[src/rtl/tvm_dma_copy.sv]
// tvm_dma_copy: device-side copy initiator for the host memory bridge.
// A start command issues one read and one write request to the bridge. Words
// are drained from the bridge read stream into a small staging FIFO and
// refilled from its head into the bridge write stream.
//
// state | meaning
// IDLE  | waiting for start; start is only sampled here
// REQ   | one-cycle host read/write request pulse
// XFER  | moving words read stream -> FIFO -> write stream
// DONE  | one-cycle completion pulse
//
// Ports:
//   clk, rst                           clock, synchronous active-high reset
//   start, src_addr, dst_addr, size    copy command
//   busy, done                         status
//   host_read_req/addr/size            read request to the bridge
//   host_write_req/addr/size           write request to the bridge
//   read_en, read_data, read_data_valid        bridge read stream
//   write_en, write_data, write_data_ready     bridge write stream
module tvm_dma_copy #(
   parameter int DATA_WIDTH = 8,
   parameter int ADDR_WIDTH = 32,
   parameter int SIZE_WIDTH = 32,
   parameter int FIFO_DEPTH = 4
) (
   input  logic                  clk,
   input  logic                  rst,
   input  logic                  start,
   input  logic [ADDR_WIDTH-1:0] src_addr,
   input  logic [ADDR_WIDTH-1:0] dst_addr,
   input  logic [SIZE_WIDTH-1:0] size,
   output logic                  busy,
   output logic                  done,
   output logic                  host_read_req,
   output logic [ADDR_WIDTH-1:0] host_read_addr,
   output logic [SIZE_WIDTH-1:0] host_read_size,
   output logic                  host_write_req,
   output logic [ADDR_WIDTH-1:0] host_write_addr,
   output logic [SIZE_WIDTH-1:0] host_write_size,
   output logic                  read_en,
   input  logic [DATA_WIDTH-1:0] read_data,
   input  logic                  read_data_valid,
   output logic                  write_en,
   output logic [DATA_WIDTH-1:0] write_data,
   input  logic                  write_data_ready
);

   localparam int PW = $clog2(FIFO_DEPTH);
   localparam int CW = PW + 1;

   typedef enum logic [1:0] {S_IDLE, S_REQ, S_XFER, S_DONE} state_t;

   state_t                state_q, state_d;
   logic [ADDR_WIDTH-1:0] src_q, src_d, dst_q, dst_d;
   logic [SIZE_WIDTH-1:0] size_q, size_d;
   logic [SIZE_WIDTH-1:0] rd_rem_q, rd_rem_d, wr_rem_q, wr_rem_d;
   logic [PW-1:0]         wr_ptr_q, wr_ptr_d, rd_ptr_q, rd_ptr_d;
   logic [CW-1:0]         count_q, count_d;
   logic [DATA_WIDTH-1:0] mem_q [FIFO_DEPTH];
   logic [DATA_WIDTH-1:0] mem_d [FIFO_DEPTH];

   logic fifo_full, fifo_empty;

   assign fifo_full  = (count_q == CW'(FIFO_DEPTH));
   assign fifo_empty = (count_q == '0);

   assign busy            = (state_q != S_IDLE);
   assign done            = (state_q == S_DONE);
   assign host_read_req   = (state_q == S_REQ);
   assign host_write_req  = (state_q == S_REQ);
   assign host_read_addr  = src_q;
   assign host_write_addr = dst_q;
   assign host_read_size  = size_q;
   assign host_write_size = size_q;

   assign read_en  = (state_q == S_XFER) && read_data_valid && (rd_rem_q != '0) && !fifo_full;
   assign write_en = (state_q == S_XFER) && !fifo_empty && write_data_ready;
   // Gated so the data output reads 0 while nothing is staged (including after reset).
   assign write_data = fifo_empty ? '0 : mem_q[rd_ptr_q];

   always_comb begin
      state_d  = state_q;
      src_d    = src_q;
      dst_d    = dst_q;
      size_d   = size_q;
      rd_rem_d = rd_rem_q;
      wr_rem_d = wr_rem_q;
      wr_ptr_d = wr_ptr_q;
      rd_ptr_d = rd_ptr_q;
      count_d  = count_q;
      mem_d    = mem_q;

      case (state_q)
         S_IDLE: begin
            if (start) begin
               src_d    = src_addr;
               dst_d    = dst_addr;
               size_d   = size;
               rd_rem_d = size;
               wr_rem_d = size;
               state_d  = (size != '0) ? S_REQ : S_DONE;
            end
         end
         S_REQ:  state_d = S_XFER;
         S_XFER: begin
            if (read_en) begin
               mem_d[wr_ptr_q] = read_data;
               wr_ptr_d        = wr_ptr_q + PW'(1);
               rd_rem_d        = rd_rem_q - SIZE_WIDTH'(1);
            end
            if (write_en) begin
               rd_ptr_d = rd_ptr_q + PW'(1);
               if (wr_rem_q != '0) wr_rem_d = wr_rem_q - SIZE_WIDTH'(1);
               if (wr_rem_q == SIZE_WIDTH'(1)) state_d = S_DONE;
            end
            // Push and pop together leave occupancy unchanged.
            if (read_en && !write_en)      count_d = count_q + CW'(1);
            else if (!read_en && write_en) count_d = count_q - CW'(1);
         end
         S_DONE: state_d = S_IDLE;
         default: state_d = S_IDLE;
      endcase
   end

   always_ff @(posedge clk) begin
      if (rst) begin
         state_q  <= S_IDLE;
         src_q    <= '0;
         dst_q    <= '0;
         size_q   <= '0;
         rd_rem_q <= '0;
         wr_rem_q <= '0;
         wr_ptr_q <= '0;
         rd_ptr_q <= '0;
         count_q  <= '0;
      end else begin
         state_q  <= state_d;
         src_q    <= src_d;
         dst_q    <= dst_d;
         size_q   <= size_d;
         rd_rem_q <= rd_rem_d;
         wr_rem_q <= wr_rem_d;
         wr_ptr_q <= wr_ptr_d;
         rd_ptr_q <= rd_ptr_d;
         count_q  <= count_d;
      end
   end

   // Storage needs no reset: the occupancy count decides what is valid.
   always_ff @(posedge clk) begin
      mem_q <= mem_d;
   end

endmodule

[config.mk]
export PLATFORM = sky130hd
export DESIGN_NAME = tvm_dma_copy
export DESIGN_NICKNAME = d
export VERILOG_FILES = /design/src/rtl/tvm_dma_copy.sv
export SDC_FILE = /design/constraint.sdc
export NUM_CORES = 1
export LEC_CHECK = 0
export CORE_MARGIN = 2
export CORE_UTILIZATION = 49
export DETAILED_ROUTE_END_ITERATION = 6
export HOLD_SLACK_MARGIN = 0.03
export PLACE_DENSITY_LB_ADDON = 0.15
export SLEW_MARGIN = 10
export SYNTH_ARGS = -nofsm -noshare
export SYNTH_HDL_FRONTEND = slang
export SYNTH_SLANG_ARGS = --single-unit
export TNS_END_PERCENT = 30
[constraint.sdc]
create_clock -name clk -period 3.21 [get_ports clk]
set_input_delay 0.642 -clock clk [delete_from_list [all_inputs] [get_ports clk]]
set_output_delay 0.642 -clock clk [all_outputs]
set_load 0.01 [all_outputs]
; Yosys cells after proc, flatten, opt, wreduce, memory -nomap -nowiden
; Index checks and enable logic that the tools add are counted.
[word_totals]
elab_cells = 81
regBits = 201
in_bits = 109
output_inout_bits = 142
[op_classes]
n_addsub = 6
magnitude_cmp = 3
reduce_logical = 27
bitwise_logic = 2
muxes = 20
n_eq_ne = 10
[op_table]
columns = op, n
row1 = two-way mux 32 bit, 4
row2 = one-hot mux 32 bit (2 select lines), 2
row3 = nonzero test 32 bit, 3
row4 = "subtractor 32 x 1 -> 32 bit, second input constant", 2
row5 = bitwise mux 32 bit, 1
row6 = "== test 32 x 1 -> 1 bit, second input constant", 1
row7 = two-way mux 8 bit, 4
row8 = binary-select mux 8 bit (select 2 bit), 1
row9 = demux 8 bit (select 2 bit), 1
row10 = logical AND 1 bit, 8
row11 = two-way mux 2 bit, 4
row12 = one-hot mux 2 bit (4 select lines), 1
row13 = AND reduction 2 bit, 4
row14 = ">= comparator 3 bit, second input constant", 2
row15 = two-way mux 3 bit, 2
row16 = "inequality test 2 bit, second input constant", 3
row17 = NOT 2 -> 3 bit, 2
row18 = AND reduction 3 bit, 2
row19 = nonzero test 2 bit, 3
row20 = "adder 2 x 1 -> 2 bit, second input constant", 2
row21 = "== test 2 bit, second input constant", 2
row22 = zero test 1 bit, 4
row23 = "inequality test 2 x 1 -> 1 bit, second input constant", 2
row24 = AND reduction 4 bit, 1
row25 = other kinds (7), 7

; Depth between registers and ports, before layout
; Gate-level depths: netlist of the first run.
[depth]
word_depth = 8
depth_mapped = 14

; Worst setup path before layout of the first run
; No wires, ideal clock.
[synth_timing]
kind = reg-to-reg
from = register rd_rem_q[0]
to = register count_q[2]
setup_ns = 0.128
path_stages_with_launch = 15
n_path_buf = 1
setup_slack_ns = 0.484
synth_period_minus_slack_ns = 2.726
arrival_ns = 2.598
cell_sequence = dfxtp_1 inv_1 ha_1 or3b_2 nor4_2 and3_1 buf_2 nor2_1 ha_1 inv_1 fa_1 xnor2_1 nand2_1 xor2_1 nor2_1
[synth_via]
elab_chain_len = 7
word_cells_on_any_way = 9
cone_classes = 1 x mux / 8 x reduce/logical
[synth_rtl]
columns = item, line_no
row1 = from (decl), 56  ; logic [SIZE_WIDTH-1:0] rd_rem_q, rd_rem_d, wr_rem_q, wr_rem_d;
row2 = from (signal assigned), 141  ; rd_rem_q <= rd_rem_d;
row3 = nonzero test 32 bit (*), 76  ; assign read_en = (state_q == S_XFER) && read_data_valid && (rd_rem_q != '0) && !fifo_full;
row4 = logical AND 1 bit (*) (2 in a row), 76
row5 = named net read_en, 40  ; output logic read_en,
row6 = zero test 1 bit, 118  ; else if (!read_en && write_en) count_d = count_q - CW'(1);
row7 = logical AND 1 bit, 118
row8 = nonzero test 2 bit (no source line), -
row9 = AND reduction 2 bit (no source line), -
row10 = to (signal assigned), 145  ; count_q <= count_d;
row11 = to (decl), 58  ; logic [CW-1:0] count_q, count_d;
; The timed path passes the listed nets; every way through them passes the cells marked *.
; A chain may end at the register's enable or synchronous reset.

; Worst setup path after layout of the first run
[layout_timing]
from = register rd_rem_q[0]
to = output read_en
[layout_via]
elab_chain_len = 3
[layout_rtl]
columns = item, line_no
row1 = nonzero test 32 bit, 76
row2 = logical AND 1 bit (2 in a row), 76
row3 = to (decl), 40
; Every way passes these cells.

==> results.toml, run 1 <==
[outcome]
outcome = "finished clean"

[setup_path]
ff2ff_setup_slack_ns = 0.33
startpoint = "rd_rem_q[0]$_SDFFE_PP0P_"
r2r-start = "wr_rem_q[19]$_SDFFE_PP0P_"
worstPathArrival_ns = 2.48
crit_chain = "inv_1 -> ha_1 -> or3b_4 -> nor4_4 -> and3_4 -> nor2_1 -> dlygate4sd2_1"
slowest_stage = "or3b_4"
worstSetupPathType = "register to primary output"
startpoint_type = "register"
crit_buf_inv = 2
path_delay_family = "simple AND/OR/NAND/NOR gates"
crit_path_end_kind = "primary output"
r2r_cells = 7
r2r-end = "state_q[1]$_SDFFE_PP0P_"
critPathRequiredTime_ns = 2.57
cpPeakStageDelay_ns = 0.43
cp_max_fo = 4

[pwr]
power.share.clock_pct = 22.6
seq_power_share_pct = 30.4
pwr_density_cell_nw_per_um2 = 926
power_switching_w = 0.00489
internal-power_w = 0.00686
switching_share_pct = 41.6
ir_drop_v = 0.000584
fin_total_pwr_w = 0.0118
power_frac_comb_pct = 47.0
p_leak_nw = 4.54

[drt]
drt_pass1_iterations = 5
drtIter0Drc = 897
routed_wl_mm = 29.7
drc = 0
wl_per_cell_um = 18.4
antenna_left = 0
vias = 9151
viasPerCell = 5.66

[cells_and_area]
area_delta_synth_final_pct = 34.2
drive_gt1_share_pct = 6.49
nets = 1465
final_core_util_pct = 67.4

[sta]
setup_ws_ns = 0.0909
period_needed_ns = 3.12
rsz0062_at_grt = "no"
slew_headroom_pct = 28.0
tightest_slew_ns = 1.07
clock_skew_ns = 0.0133
holdWs_ns = 0.452
setup_viol = 0
finalMaxSlewViolations = 0
post-route-period-util_pct = 97.2
hold_viol = 0
fmax_mhz = 321
finalSetupTns_ns = 0

[floorplan]
io_pins = 251
die_h_um = 143
die_area_um2 = 20400
die_w_um = 143
core_um2 = 18800
rows = 50
initial_core_util_pct = 50.2

[yosys]
synth_edf_count = 32
postSynthAreaPerCell_um2 = 8.21
synthesis.area_um2 = 9460
ys_types = 62
syn_nets = 1275
synth_top_area_share_pct = 35.8
ys.flop_type = "dfxtp_1"
synth-seq-cells = 201
yosys-top-cells-count = "nand2_1 (262), dfxtp_1 (169), a21oi_1 (168)"
synth_most_common_cell = "nand2_1"
yosys_warnings = 0
synthArstFlopShare_pct = 0
yosysSeqAreaShare_pct = 45.9
synth_area_leaders = "dfxtp_1 (36%), nand2_1 (10%), edfxtp_1 (10%), a21oi_1 (8.9%), o21ai_0 (3.6%)"
synthCells = 1152
synth_top_area_cell = "dfxtp_1"

[placed_design]
gp_congestion = 0.883
numPortBuffers = 250
place_ws_ns = 0.320
dp_hpwl_mm = 20.1

[worst_hold_path]
hold_depth = 2
min_to = "host_write_addr[10]$_SDFFE_PP0P_"
hold_path.startpoint = "host_write_addr[10]$_SDFFE_PP0P_"
min_path_type = "register to register"

[global_route]
grt_max_degree = 165
antenna_found_initial = 1
grt_pass1_wl_mm = 45.3
grt-ovfl-total = 0
grt.total_usage_pct = 27.9
grt_pass1_vias = 8445

[cts]
cts_hold_buf = 0
clockRootBuffer = "clkbuf_16"
cts_buffer_depth = 3
clk_pin_slew_worst_paths_ns = 0.06
cts.sinks = 201
h-tree-depth = 1
cts-buffers-inserted = 22
clk_latency_ns = 0.51
cts_tree = "yes"

[flow_run]
maxCapViolations = 0
## cell families after synthesis
family | Yosys count | share of synthesized area, %
adders and majority gates | 14 | 1.93
DFF | 201 | 45.9
muxes | 10 | 2.12
buffers and inverters | 127 | 6.79
and+or+nand+nor | 480 | 23.5
AOI/OAI and AO/OA | 314 | 19.2
xor gates and xnor gates | 6 | 0.556
## flip-flops by register name, summed over array words and instances (netlist names)
name / cells
count_q: 3
wr_ptr_q: 2
rd_ptr_q: 2
host_write_addr: 32
wr_rem_q: 32
state_q: 2
rd_rem_q: 32
mem_q: 32
host_read_size: 32
host_read_addr: 32
## through the flow
stage | std cells | area [um2]
after floorplan | 1152 | 9460
after global placement | 1577 | 11900
after detailed placement | 1577 | 11900
after CTS | 1616 | 12700
after global routing | 1617 | 12700
final | 1617 | 12700
## cell usage in the layout (no fill, tap or decap), drive strengths merged, types with 19 or more instances in the layout
cell	netlist	layout
nand2	263	263
nor4	23	23
nor2	49	49
a21oi	169	169
nor2b	24	24
o21ai	68	68
nor3	38	38
and2	19	19
clkdlybuf4s50	0	248
buf	55	24
inv	20	20
dfxtp	169	169
edfxtp	32	32
clkbuf	52	29
## area by class of cell
cell class,count,area [um2]
inverter,20,75.1
fill,1567,6140
sequential,201,4340
clock inverter,9,130
multi-input combinational,824,4500
timing repair buffer,273,2680
antenna,1,2.50
clock buffer,29,627
tap,260,325
## repair_timing
| action | CTS | global route |
|---|---|---|
| buffers inserted | 1 | 0 |
| endpoints found under the setup margin | 1 | 0 |
| gates resized for setup | 4 | 0 |
## power by group through the flow
stage                     Combinational [W]  Clock [W]  Sequential, W
after CTS                           0.00544    0.00269        0.00355
after global routing                0.00599    0.00277        0.00365
after floorplan                     0.00347          0        0.00360
after detailed placement            0.00535          0        0.00360
after global placement              0.00531          0        0.00358
final                               0.00553    0.00265        0.00357
## metal layers
metal  part of all wire, %  vias up  track usage, %
li1                      -     4387               -
met1                    41     4261            37.5
met2                    47      443            44.4
met3                   9.1       60            6.34
met4                   3.2        0            9.74
met5                     0        -               0
## worst max-delay path by stage
stage | endpoint | slack, ns | cells past startpoint
CTS | write_data[3] | 0.05 | 3
floorplan | count_q[2]$_SDFFE_PP0P_ | 0.48 | 14
global placement | state_q[1]$_SDFFE_PP0P_ | 0.38 | 7
global route | read_en | 0.003 | 7
detailed placement | read_en | 0.32 | 7
finish | read_en | 0.09 | 7
## worst reg2reg max path: stages (launching register included)
cell and delay (ns):
dfxtp_1 0.35, or4_4 0.59, or4_1 0.63, buf_4 0.21, nor3_1 0.36, a41oi_1 0.25, a221oi_1 0.27, a211oi_1 0.08
Power figures use the tool's default switching activity.
==> inputs of run 2 (changes only) <==
--- a/config.mk
+++ b/config.mk
@@ -5,12 +5,13 @@
 export SDC_FILE = /design/constraint.sdc
 export NUM_CORES = 1
 export LEC_CHECK = 0
+export CAP_MARGIN = 20
 export CORE_MARGIN = 2
 export CORE_UTILIZATION = 49
+export CTS_BUF_LIST = sky130_fd_sc_hd__clkbuf_16
 export DETAILED_ROUTE_END_ITERATION = 6
 export HOLD_SLACK_MARGIN = 0.03
 export PLACE_DENSITY_LB_ADDON = 0.15
-export SLEW_MARGIN = 10
 export SYNTH_ARGS = -nofsm -noshare
 export SYNTH_HDL_FRONTEND = slang
 export SYNTH_SLANG_ARGS = --single-unit
==> run 2 against run 1 <==
Against the previous run:
- combinational power is essentially flat
- clock-buffer cell count decreased by 7
- via count is 0.64% lower
- die area unchanged
- sequential cell count unchanged
- first-iteration DRC count is 1.1% higher
- clock power is 5% lower
- sequential share of layout area is 0.14 points higher
- worst hold slack about the same
- utilization fell by 0.27 points
- cell area fell by 0.39%
- routed wire length shrank 0.84%
==> results.toml, run 2 (synthesis results as in run 1) <==
[cells_and_area]
area_delta_synth_final_pct = 33.6
nFillCells = 1574
final_common_cell = "nand2_1"
final_cell_mix = "nand2_1 (261), clkdlybuf4s50_1 (248), dfxtp_1 (169)"
multi_input_area_um2 = 4500
instances_no_fill = 1617
nets = 1465
drive_gt1_share_pct = 6.19
seq_area_um2 = 4340

[setup_path]
startpoint_type = "register"
worstPathArrival_ns = 2.48
worstSetupPathType = "register to primary output"
startpoint = "rd_rem_q[0]$_SDFFE_PP0P_"
cp_max_fo = 4
crit_path_end_kind = "primary output"
r2r-start = "wr_rem_q[19]$_SDFFE_PP0P_"
critPathRequiredTime_ns = 2.57
r2r_cells = 7

[sta]
setup_viol = 0
tightest_slew_ns = 1.07
finalMaxSlewViolations = 0
clock_skew_ns = 0.0113
period_needed_ns = 3.12
slew_headroom_pct = 28.3
setup_ws_ns = 0.0886
rsz0062_at_grt = "no"
hold_viol = 0
post-route-period-util_pct = 97.2
fmax_mhz = 320
finalSetupTns_ns = 0

[global_route]
met3_usage_pct = 6.34
grt_max_degree = 165
grtUsageMet2_pct = 44.2
grt-ovfl-total = 0
antenna_found_initial = 1
grt.total_usage_pct = 27.9
grt_pass1_wl_mm = 45.3
grt_use_met1_pct = 37.6
grt_pass1_vias = 8442
busiest_layer = "met2"

[cts]
clk_pin_slew_worst_paths_ns = 0.06
h-tree-depth = 1
cts_tree = "yes"
cts_hold_buf = 0
cts-buffers-inserted = 22
clockRootBuffer = "clkbuf_16"
cts_buffer_depth = 3
clk_latency_ns = 0.51
cts.sinks = 201

[worst_hold_path]
hold_path.startpoint = "host_write_addr[10]$_SDFFE_PP0P_"
hold_depth = 2
min_path_type = "register to register"

[drt]
wl_per_cell_um = 18.2
routed_wl_mm = 29.5
vias = 9092
drc = 0
viasPerCell = 5.62
antenna_left = 0
drtIter0Drc = 907
drt_pass1_iterations = 6

[floorplan]
initial_core_util_pct = 50.2
die_w_um = 143
io_pins = 251
die_h_um = 143
die_area_um2 = 20400
rows = 50
core_um2 = 18800

[placed_design]
dp_hpwl_mm = 20.1
dp_cells = 1577
gp_congestion = 0.883
place_ws_ns = 0.320
numPortBuffers = 250

[flow_run]
maxCapViolations = 0

[pwr]
p_leak_nw = 4.52
ir_drop_v = 0.000580
pwr_density_cell_nw_per_um2 = 917

[outcome]
outcome = "finished clean"
## run 2: changes by cell type in the layout (fill, tap and decap cells not counted), sizes merged
| cell | delta |
|---|---|
| clkinv | +4 |
| inv | +3 |
| clkbuf | -7 |
## run 2: area by class of cell
type	instances	area share, %
Antenna cell	1	0.0198
Clock buffer	22	4.36
Clock inverter	16	1.24
Inverter	20	0.594
Multi-Input combinational cell	824	35.6
Sequential cell	201	34.4
Tap cell	260	2.57
Timing Repair Buffer	273	21.2
## run 2: per-layer routing
metal	part of all wire, %	routed length [um]
met1	41	12100
met2	47	13700
met3	9.4	2770
met4	3.2	930
met5	0	0
## run 2: final timing paths
check                                           to  slack, ns
setup / recovery                           read_en       0.09
hold / removal    host_write_addr[10]$_SDFFE_PP0P_       0.45
setup reg to reg           state_q[1]$_SDFFE_PP0P_       0.37
hold reg to reg   host_write_addr[10]$_SDFFE_PP0P_       0.45
## run 2: metrics by stage
step           hold slack, ns  cell area, um2  util [%]  total power [W]
2_1_floorplan           0.433            9460         -          0.00706
3_3_place_gp            0.441           11900      63.2          0.00889
3_5_place_dp            0.447           11900      63.2          0.00894
4_1_cts                 0.453           12600      67.1           0.0116
5_1_grt                 0.471           12600      67.1           0.0123
6_report                0.451           12600      67.1           0.0116
## run 2: what timing repair did
| action | in CTS | in global routing |
|---|---|---|
| resized for setup | 4 | 0 |
| setup buffers | 1 | 0 |
| endpoints found under the setup margin | 1 | 0 |
## run 2: where the power goes
part           total (W)  switching, W  internal, W
registers        0.00357      0.000459      0.00311
logic            0.00550       0.00336      0.00214
clock network    0.00252       0.00104      0.00148
## run 2: worst max-delay path, cell delays in order (launching register included)
cell	delay, ns
dfxtp_1	0.33
inv_1	0.10
ha_1	0.20
or3b_4	0.43
nor4_4	0.31
and3_4	0.24
nor2_1	0.07
dlygate4sd2_1	0.29
